`config.mk`:
```
export PLATFORM = sky130hd
export DESIGN_NAME = fetch_unit_flat
export DESIGN_NICKNAME = d
export VERILOG_FILES = /design/src/rtl/fetch_unit_pkg.sv /design/src/rtl/fetch_if.sv /design/src/rtl/inst_queue.sv /design/src/rtl/fetch_unit.sv /design/src/flat_wrapper.sv
export SDC_FILE = /design/constraint.sdc
export NUM_CORES = 1
export LEC_CHECK = 0
export ABC_AREA = 1
export CAP_MARGIN = 40
export CORE_MARGIN = 2
export CORE_UTILIZATION = 37
export CTS_CLUSTER_DIAMETER = 60
export DETAILED_ROUTE_END_ITERATION = 8
export HOLD_SLACK_MARGIN = 0.08
export PLACE_DENSITY = 0.65
export SETUP_SLACK_MARGIN = 0.02
export SLEW_MARGIN = 20
export SYNTH_ARGS = -nofsm -noshare
export SYNTH_HDL_FRONTEND = slang
export SYNTH_SLANG_ARGS = --single-unit
export TNS_END_PERCENT = 30
```
`constraint.sdc`:
```
create_clock -name clk -period 16.3 [get_ports clk]
set_clock_uncertainty 0.15 [all_clocks]
set_input_delay 3.26 -clock clk [delete_from_list [all_inputs] [get_ports clk]]
set_output_delay 3.26 -clock clk [all_outputs]
set_load 0.05 [all_outputs]
```
`src/rtl/fetch_unit_pkg.sv`:
```
// Shared fetch-stage definitions: datapath widths, queue entry layout and
// the default reset PC.
package fetch_unit_pkg;
  localparam int XLEN       = 32;
  localparam int INST_BYTES = 4;
  localparam logic [XLEN-1:0] DEFAULT_RESET_PC = '0;

  typedef struct packed {
    logic [XLEN-1:0] inst;
    logic [XLEN-1:0] pc;
  } fetch_entry_t;
endpackage

```
`src/rtl/fetch_if.sv`:
```
// Fetch-stage bus: redirect from execute, instruction memory port and
// decoder handshake. The slave modport is the fetch unit itself.
interface fetch_if;
  import fetch_unit_pkg::*;

  logic            redirect;
  logic [XLEN-1:0] redirect_pc;
  logic            imem_req;
  logic [XLEN-1:0] imem_addr;
  logic [XLEN-1:0] imem_rdata;
  logic            inst_valid;
  logic            inst_ready;
  logic [XLEN-1:0] inst;
  logic [XLEN-1:0] inst_pc;

  modport master (
    output redirect, redirect_pc, imem_rdata, inst_ready,
    input  imem_req, imem_addr, inst_valid, inst, inst_pc
  );

  modport slave (
    input  redirect, redirect_pc, imem_rdata, inst_ready,
    output imem_req, imem_addr, inst_valid, inst, inst_pc
  );
endinterface

```
`src/rtl/inst_queue.sv`:
```
// Circular FIFO of fetched {inst, pc} entries with synchronous flush.
// Storage resets to zero so the head reads as zero straight out of reset.
module inst_queue
  import fetch_unit_pkg::*;
#(
  parameter  int DEPTH = 2,
  localparam int CW    = $clog2(DEPTH + 1),
  localparam int PW    = (DEPTH > 1) ? $clog2(DEPTH) : 1
) (
  input  logic         clk,
  input  logic         rst,
  input  logic         push,
  input  fetch_entry_t push_data,
  input  logic         pop,
  input  logic         flush,
  output logic [CW-1:0] count,
  output fetch_entry_t head
);
  fetch_entry_t mem [DEPTH];
  logic [PW-1:0] rd_ptr, wr_ptr;

  function automatic logic [PW-1:0] nxt(input logic [PW-1:0] p);
    return (p == PW'(DEPTH - 1)) ? '0 : p + 1'b1;
  endfunction

  always_ff @(posedge clk or posedge rst) begin
    if (rst) begin
      rd_ptr <= '0;
      wr_ptr <= '0;
      count  <= '0;
      for (int i = 0; i < DEPTH; i++) mem[i] <= '0;
    end else if (flush) begin
      rd_ptr <= '0;
      wr_ptr <= '0;
      count  <= '0;
    end else begin
      if (push) begin
        mem[wr_ptr] <= push_data;
        wr_ptr      <= nxt(wr_ptr);
      end
      if (pop) rd_ptr <= nxt(rd_ptr);
      count <= count + CW'(push) - CW'(pop);
    end
  end

  assign head = mem[rd_ptr];
endmodule

```
`src/rtl/fetch_unit.sv`:
```
// Instruction fetch stage: owns the fetch PC, issues credit-limited reads to a
// one-cycle synchronous memory and queues returned words for the decoder.
module fetch_unit
  import fetch_unit_pkg::*;
#(
  parameter int              DEPTH    = 2,
  parameter logic [XLEN-1:0] RESET_PC = DEFAULT_RESET_PC
) (
  input logic   clk,
  input logic   rst,
  fetch_if.slave bus
);
  localparam int CW = $clog2(DEPTH + 1);

  logic [CW-1:0]   count;
  fetch_entry_t    head;
  logic [XLEN-1:0] fetch_pc, inflight_pc;
  logic            inflight, pop, push, issue;
  logic [CW:0]     used, limit;

  assign bus.inst_valid = (count != '0) && !bus.redirect;
  assign pop            = bus.inst_valid && bus.inst_ready;

  // Credit: queued + in-flight words, less the one leaving now, must fit.
  assign used  = (CW+1)'(count) + (CW+1)'(inflight);
  assign limit = (CW+1)'(DEPTH) + (CW+1)'(pop);
  assign issue = !rst && !bus.redirect && (used < limit);
  assign push  = inflight && !bus.redirect;

  assign bus.imem_req  = issue;
  assign bus.imem_addr = fetch_pc;
  assign bus.inst      = head.inst;
  assign bus.inst_pc   = head.pc;

  always_ff @(posedge clk or posedge rst) begin
    if (rst) begin
      fetch_pc    <= RESET_PC;
      inflight    <= 1'b0;
      inflight_pc <= '0;
    end else if (bus.redirect) begin
      fetch_pc <= bus.redirect_pc & ~XLEN'(INST_BYTES - 1);
      inflight <= 1'b0;
    end else begin
      inflight <= issue;
      if (issue) begin
        fetch_pc    <= fetch_pc + XLEN'(INST_BYTES);
        inflight_pc <= fetch_pc;
      end
    end
  end

  inst_queue #(.DEPTH(DEPTH)) u_queue (
    .clk       (clk),
    .rst       (rst),
    .push      (push),
    .push_data (fetch_entry_t'{inst: bus.imem_rdata, pc: inflight_pc}),
    .pop       (pop),
    .flush     (bus.redirect),
    .count     (count),
    .head      (head)
  );
endmodule

```
`src/flat_wrapper.sv`:
```
// flat-port wrapper written by rule: the top's interface ports become plain ports
module fetch_unit_flat import fetch_unit_pkg::*;
#(
  parameter int              DEPTH    = 2,
  parameter logic [XLEN-1:0] RESET_PC = DEFAULT_RESET_PC
)
  (clk, rst, bus_redirect, bus_redirect_pc, bus_imem_rdata, bus_inst_ready, bus_imem_req, bus_imem_addr, bus_inst_valid, bus_inst, bus_inst_pc);
  fetch_if bus_i ();
  input logic clk;
  input logic rst;
  input wire logic [$bits(bus_i.redirect)-1:0] bus_redirect;
  input wire logic [$bits(bus_i.redirect_pc)-1:0] bus_redirect_pc;
  input wire logic [$bits(bus_i.imem_rdata)-1:0] bus_imem_rdata;
  input wire logic [$bits(bus_i.inst_ready)-1:0] bus_inst_ready;
  output wire logic [$bits(bus_i.imem_req)-1:0] bus_imem_req;
  output wire logic [$bits(bus_i.imem_addr)-1:0] bus_imem_addr;
  output wire logic [$bits(bus_i.inst_valid)-1:0] bus_inst_valid;
  output wire logic [$bits(bus_i.inst)-1:0] bus_inst;
  output wire logic [$bits(bus_i.inst_pc)-1:0] bus_inst_pc;
  assign bus_i.redirect = bus_redirect;
  assign bus_i.redirect_pc = bus_redirect_pc;
  assign bus_i.imem_rdata = bus_imem_rdata;
  assign bus_i.inst_ready = bus_inst_ready;
  assign bus_imem_req = bus_i.imem_req;
  assign bus_imem_addr = bus_i.imem_addr;
  assign bus_inst_valid = bus_i.inst_valid;
  assign bus_inst = bus_i.inst;
  assign bus_inst_pc = bus_i.inst_pc;
  fetch_unit #(.DEPTH(DEPTH), .RESET_PC(RESET_PC)) u_core (.clk(clk), .rst(rst), .bus(bus_i));
endmodule
```
After elaboration in Yosys (flattened, before gate mapping)
Cells that the tools add are included.
{ "totals": {"register_bits": 197, "out_inout_bits": 98, "wordCells": 54, "inputBits": 68} }
{ "op_classes": {"addsub": 7, "reduce_logical": 14, "muxes": 16, "n_lt_le_gt_ge": 4, "n_bitwise": 3} }
{ "op_table": {"columns": ["cell", "count"], "rows": [
  ["64-bit 2-to-1 mux", 4],
  ["128-bit bitwise mux", 1],
  ["64-bit demux with 1-bit select", 1],
  ["32-bit 2-to-1 mux", 2],
  ["32-bit by 3-bit adder with 32-bit output (second input constant)", 1],
  ["2-bit nonzero test", 4],
  ["1-bit 2-to-1 mux", 7],
  ["1-bit logical AND", 6],
  ["2-bit >= comparator (second input constant)", 2],
  ["1-bit NOT with 2-bit output", 2],
  ["2-bit AND reduction", 2],
  ["2-bit by 1-bit adder with 3-bit output", 1],
  ["2-bit by 1-bit adder with 3-bit output (first input constant)", 1],
  ["3-bit less-than comparator", 1],
  ["1-bit adder (second input constant)", 2],
  ["2-bit by 1-bit adder with 2-bit output", 1],
  ["1-bit zero test", 2],
  ["2-bit by 1-bit less-than comparator with 1-bit output (second input constant)", 1],
  ["2-bit 2-to-1 mux", 1],
  ["2-bit by 1-bit subtractor with 2-bit output", 1],
  ["1-bit NOT", 1]
]} }

Depth between registers and ports, before layout
Gate-level depths: netlist of the first run.
{ "depth": {"word_depth": 8, "depth_mapped": 10, "depth_no_buf": 9} }

Modules after synthesis
A second synthesis of the first run with hierarchy kept.
{ "unflattened": {"cells_unflattened": 1089, "hier_area_um2": 9689.3} }
{ "modules_own_cells": {"columns": ["module", "area_per_inst_um2", "instances", "seq_area_each_um2", "cells_each"], "rows": [
  ["inst_queue", 6064.6, 1, 3303.2, 573],
  ["fetch_unit", 3624.7, 1, 1526.5, 516]
]} }

Least setup slack after synthesis of the first run
OpenSTA, ideal clock, no wires.
{ "synth_timing": {"path_type": "input -> output", "start": "input bus_redirect", "end": "output bus_inst_valid", "path_stages": 2, "n_path_buf": 1, "t_arrival_ns": 4.240, "required_ns": 12.890, "path_slack_ns": 8.650, "path_cell_list": "clkbuf_1 -> a21oi_1"} }
{ "synth_between": {"elab_chain_cells": 2} }
{ "synth_rtl": {"columns": ["item", "line", "source"], "rows": [
  ["from (decl)", "flat_wrapper.sv:11", "input wire logic [$bits(bus_i.redirect)-1:0] bus_redirect;"],
  ["1-bit zero test", "fetch_unit.sv:21", "assign bus.inst_valid = (count != '0) && !bus.redirect;"],
  ["1-bit logical AND", "fetch_unit.sv:21", null],
  ["to (decl)", "flat_wrapper.sv:17", "output wire logic [$bits(bus_i.inst_valid)-1:0] bus_inst_valid;"]
]} }
Every way passes these cells.

Worst setup path in the final report of the first run
{ "layout_timing": {"start": "input bus_redirect", "end": "output bus_imem_req"} }
{ "layout_between": {"elab_chain_cells": 6, "elab_cells_between_ends": 7, "classes_between": "add/sub (1); order compare (1); reduce/logical (5)"} }
{ "layout_rtl": {"columns": ["item", "line", "source"], "rows": [
  ["1-bit zero test *", "fetch_unit.sv:21, fetch_unit.sv:27", null],
  ["1-bit logical AND", "fetch_unit.sv:21", null],
  ["1-bit logical AND", "fetch_unit.sv:22", "assign pop = bus.inst_valid && bus.inst_ready;"],
  ["2-bit by 1-bit adder with 3-bit output", "fetch_unit.sv:26", "assign limit = (CW+1)'(DEPTH) + (CW+1)'(pop);"],
  ["3-bit less-than comparator", "fetch_unit.sv:27", "assign issue = !rst && !bus.redirect && (used < limit);"],
  ["1-bit logical AND *", "fetch_unit.sv:27", null],
  ["to (decl)", "flat_wrapper.sv:15", "output wire logic [$bits(bus_i.imem_req)-1:0] bus_imem_req;"]
]} }
Mark *: on every way between the ends. The rest lies on a longest branch, timed or not.

==> results of run 1 <==
[metal layers]
metal / wire (um) / vias up / share of wire / GRT usage
met3: 773 / 16 / 0.037 / 0.0357
met5: 0 / - / 0 / 0
met2: 9170 / 164 / 0.44 / 0.253
met4: 246 / 0 / 0.012 / 0.0442
li1: - / 3575 / - / -
met1: 10500 / 3233 / 0.51 / 0.240
[final timing paths]
check                           slack [ps]                       to
worst max-delay path                  7520             bus_imem_req
worst min-delay path                   330  u_core.u_queue.mem[113]
worst max register to register       13610  u_core.bus.imem_addr[8]
worst min register to register         330  u_core.u_queue.mem[113]
max in group asynchronous            11570  u_core.u_queue.mem[100]
min in group asynchronous             3090  u_core.bus.imem_addr[7]
[critical path, delay by kind of cell]
kind	cells	cell delay, ps
buffers and inverters	5	1830
and+or+nand+nor	3	280
[cells by family after synthesis]
family | after synthesis | share of synthesized area
AOI/OAI and AO/OA | 177 | 0.102
xor gates and xnor gates | 7 | 0.00688
adders and majority gates | 5 | 0.00702
buffers and inverters | 169 | 0.0829
DFF | 189 | 0.531
muxes | 62 | 0.0784
other | 1 | 0.000421
and+or+nand+nor | 422 | 0.192
[flip-flops by register name, indices dropped and copies added (netlist names)]
name,count
u_core.inflight_pc,30
u_core.u_queue.rd_ptr,1
u_core.u_queue.mem,124
u_core.u_queue.count,2
u_core.bus.imem_addr,30
u_core.inflight,1
u_core.u_queue.wr_ptr,1
[layout make-up]
type	count	area, um^2
Inverter	113	434
Fill cell	2354	12100
Timing Repair Buffer	170	1750
Tap cell	319	399
Clock inverter	12	184
Multi-Input combinational cell	677	3470
Sequential cell	189	4730
Clock buffer	20	447
[power groups by stage]
stage	sequential (W)	clock, W	combinational (W)
4_1_cts	0.000666	0.000456	0.000613
6_report	0.000666	0.000443	0.000607
2_1_floorplan	0.000689	0	0.000406
3_3_place_gp	0.000669	0	0.000603
3_5_place_dp	0.000673	0	0.000611
5_1_grt	0.000684	0.000477	0.000654
[stage by stage]
stage / utilization / area, um^2 / std cells / hold WS (ps)
4_1_cts: 0.483 / 11400 / 1498 / 332
3_5_place_dp: 0.456 / 10700 / 1466 / 315
6_report: 0.485 / 11400 / 1500 / 330
2_1_floorplan: - / 8920 / 1035 / 298
5_1_grt: 0.485 / 11400 / 1500 / 351
3_3_place_gp: 0.453 / 10700 / 1463 / 310
[cells in the final DEF, fill, tap and decap left out, drive strengths merged]
master	n
a21boi	3
a21oi	1
and2	2
buf	11
bufinv	4
clkbuf	20
clkdlybuf4s50	159
clkinv	4
clkinvlp	1
conb	4
dfrtp	189
ha	5
inv	116
mux2	62
nand2	296
nand3	78
nand3b	1
nand4	1
nor2	42
nor3	1
o21ai	173
or2	1
xnor2	4
xor2	3
==> flow_summary.json, run 1 <==
{
  "fmax_ghz": 0.114,
  "clock_path_buffers": 2,
  "maxSlewViolCount": 0,
  "cpPeakStageDelay_ps": 790,
  "cts_hold_buf": 0,
  "grt_max_degree": 107,
  "antenna_found_initial": 0,
  "row_count": 56,
  "min_path_type": "reg -> reg",
  "pre_cts_slack_ps": 7470,
  "initial_core_util": 0.378,
  "grtUsageTotal": 0.166,
  "hp-start": "u_core.u_queue.mem[113]",
  "ys_ff_latch": 189,
  "worst_ep_arrival_time_ps": 5370,
  "post-route-min-period_ps": 8780,
  "pin_count": 166,
  "peakVddDrop_v": 0.0000736,
  "htreeDepth": 4,
  "combPwrFrac": 0.354,
  "ys.flop_type": "dfrtp_1",
  "cp_cell_sequence": "clkdlybuf4s50_1 -> buf_4 -> inv_4 -> nand4_1 -> nand2_1 -> nand2_2 -> inv_1 -> clkdlybuf4s50_1",
  "crit_start": "bus_redirect",
  "layout.nets": 1241,
  "finalSetupViolations": 0,
  "avgSynthCellArea_um2": 8.63,
  "post_cts_buffers": 0,
  "first_pass_iters": 7,
  "synth_most_common_cell": "nand2_1",
  "cts_made_buffers": 17,
  "status": "completed",
  "p_leak_nw": 5.32,
  "dr.first_iter.drc_count": 391,
  "fp.dieW_um": 159,
  "wl_per_cell_um": 13.8,
  "hold_path_depth": 2,
  "clock-sinks": 189,
  "worstSetupPathType": "in -> out",
  "synthTopCellsByArea": "dfrtp_1 (53%), nand2_1 (12%), mux2_2 (7.8%)",
  "ctsResizeCount": 0,
  "vias": 6988,
  "total_power_w": 0.00172,
  "core_region_area_mm2": 0.0235,
  "root_buffer": "clkbuf_16",
  "setup_tns_ps": 0,
  "hold_viol": 0,
  "path_max_fanout": 40,
  "slew_headroom": 0.515,
  "yosysTopAreaCell": "dfrtp_1",
  "synth_cell_types": 30,
  "switchingPower_w": 0.000639,
  "regToRegStartpoint": "u_core.inflight",
  "clkPwrFrac": 0.258,
  "cpMostUsedCell": "clkdlybuf4s50_1",
  "diodes": 0,
  "rsz0062_at_grt": "false",
  "gp_congestion": 0.884,
  "maxCapViolations": 0,
  "start_kind": "input port",
  "async_reset_ff_frac": 1.00,
  "ant_nets": 0,
  "worstMarginPinSlew_ps": 727,
  "switching_share": 0.372,
  "synth_top_area_frac": 0.531,
  "reg2regPathDepth": 9,
  "clk_pin_slew_ps": 60,
  "worstSkewPairLatency_ps": 420,
  "required_ps": 12890,
  "grt_pass1_vias": 6561,
  "final_layout_size_suffix_gt1_frac": 0.0991,
  "ys_seq_area_frac": 0.531,
  "synth_edf_count": 0,
  "ys_warn_count": 0,
  "period_share": 0.539,
  "synth_commonest_cells": "nand2_1 (294), dfrtp_1 (189), o21ai_0 (123)",
  "grt_pass1_wl_um": 34100,
  "synthesis.instances": 1032,
  "cp_slowest_cell": "clkdlybuf4s50_1",
  "grt_overflow_total": 0,
  "p_per_area_mw_per_mm2": 150,
  "wl_um": 20700,
  "cp-end-kind": "primary output",
  "hpwl_um": 13800,
  "port_buffers": 159,
  "vias_per_cell": 4.66,
  "setup_ws_ps": 7520,
  "die_h_um": 159,
  "p_seq_frac": 0.388,
  "synth.cell_area_mm2": 0.00891,
  "area_delta_synth_final_pct": 28.1,
  "drc_errors": 0,
  "cts_tree": "built",
  "internal-power_w": 0.00108,
  "die_area_mm2": 0.0253
}
Power figures use the tool's default switching activity.
==> inputs of run 2 (changes only) <==
Clock period 16.3 ns to 9 ns, I/O delays scaled along.
==> run 2 against run 1 <==
Non-clock buffer count shrank 1. Flip-flop and latch count unchanged. Largest cell class unchanged. First-iteration DRC count is 8.4% higher. Clock power rose by 72%. Combinational power grew 81%. Sequential share of layout area is 0.12 points higher. Largest power group unchanged. Highest routed layer unchanged.
==> flow_summary.json, run 2 (synthesized netlist as in run 1, its figures left out) <==
{
  "cts_made_buffers": 17,
  "initial_core_util": 0.378,
  "setup_tns_ps": 0,
  "clk_pin_slew_ps": 70,
  "internal-power_w": 0.00190,
  "final_common_cell": "nand2_1",
  "wl_um": 21000,
  "wl_per_cell_um": 14.0,
  "pre_cts_slack_ps": 3090,
  "fmax_ghz": 0.170,
  "rsz0062_at_grt": "false",
  "worstSkewPairLatency_ps": 420,
  "dr.first_iter.drc_count": 424,
  "layout.nets": 1240,
  "pin_count": 166,
  "maxSlewViolCount": 0,
  "largest-register": "u_core.u_queue.mem",
  "htreeDepth": 4,
  "largest_register_ffs": 124,
  "worstMarginPinSlew_ps": 808,
  "p_per_area_mw_per_mm2": 270,
  "switchingPower_w": 0.00117,
  "maxCapViolations": 0,
  "setup_ws_ps": 3130,
  "path_max_fanout": 40,
  "die_h_um": 159,
  "hold_viol": 0,
  "vias": 7055,
  "post-route-min-period_ps": 5870,
  "antenna_found_initial": 0,
  "post_cts_buffers": 0,
  "cts_hold_buf": 0,
  "final_cell_mix": "nand2_1 (294), dfrtp_1 (188), clkdlybuf4s50_1 (159), o21ai_0 (123), inv_1 (111)",
  "final_layout_size_suffix_gt1_frac": 0.100,
  "period_share": 0.652,
  "slew_headroom": 0.461,
  "core_region_area_mm2": 0.0235,
  "p_leak_nw": 5.29,
  "drc_errors": 0,
  "peakVddDrop_v": 0.0000926,
  "grt_pass1_vias": 6572,
  "grt_overflow_total": 0,
  "combPwrFrac": 0.357,
  "cts_tree": "built",
  "area_delta_synth_final_pct": 27.7,
  "finalSetupViolations": 0,
  "switching_share": 0.382,
  "clock_path_buffers": 2,
  "ant_nets": 0,
  "start_kind": "input port",
  "cp-end-kind": "primary output",
  "die_area_mm2": 0.0253,
  "required_ps": 7050,
  "ctsResizeCount": 0,
  "hpwl_um": 14200,
  "worst_ep_arrival_time_ps": 3920,
  "p_seq_frac": 0.395,
  "fp.dieW_um": 159,
  "status": "completed",
  "row_count": 56,
  "clkPwrFrac": 0.248,
  "grtUsageTotal": 0.167,
  "grt_pass1_wl_um": 34400,
  "first_pass_iters": 5,
  "diodes": 0,
  "min_path_type": "reg -> reg",
  "root_buffer": "clkbuf_16",
  "port_buffers": 159,
  "grt_max_degree": 81,
  "gp_congestion": 0.887,
  "vias_per_cell": 4.71,
  "clock-sinks": 189,
  "worstSetupPathType": "in -> out"
}
run 2: area by class of cell:
type                       instances  area (um^2)
timing repair buffer             169         1750
clock buffer                      18          439
sequential                       189         4730
tap                              319          399
clock inverter                    14          159
fill                            2309        12200
inverter                         113          434
multi-input combinational        677         3470
run 2: worst paths after layout:
check                                  startpoint                       end  slack, ps  cells past startpoint
max                                  bus_redirect              bus_imem_req       3130                      8
min                        u_core.u_queue.mem[63]    u_core.u_queue.mem[63]        330                      2
max reg2reg                       u_core.inflight  u_core.bus.imem_addr[14]       6240                      9
min reg2reg                u_core.u_queue.mem[63]    u_core.u_queue.mem[63]        330                      2
max in group asynchronous                     rst    u_core.inflight_pc[30]       5820                      5
min in group asynchronous                     rst     u_core.inflight_pc[8]       1740                      2
run 2: stage by stage:
step                      cell area, um^2  hold WS, ps  total power (W)  instances  utilization
after global routing                11400          348          0.00325       1499        0.483
final                               11400          331          0.00307       1499        0.483
after global placement              10700          310          0.00230       1463        0.453
after detailed placement            10800          315          0.00233       1466        0.457
after CTS                           11300          333          0.00311       1498        0.482
after floorplan                      8920          298          0.00198       1035            -
run 2: critical path, cell delays in order:
cell and delay, ps:
clkdlybuf4s50_1 400, buf_4 270, inv_4 320, nand4_1 130
nand2_1 90, nand2_2 60, inv_1 60, clkdlybuf4s50_1 790
run 2: metal layers:
metal,up-vias,GRT usage,share of wire
met3,19,0.0323,0.036
met2,168,0.257,0.45
met5,-,0,0
li1,3580,-,-
met4,0,0.0413,0.011
met1,3288,0.244,0.50
run 2: power groups by stage:
stage | clock network [W] | registers, W | logic, W
floorplan | 0 | 0.00125 | 0.000735
global placement | 0 | 0.00122 | 0.00109
detailed placement | 0 | 0.00123 | 0.00110
CTS | 0.000787 | 0.00121 | 0.00111
global route | 0.000826 | 0.00124 | 0.00118
finish | 0.000763 | 0.00121 | 0.00110
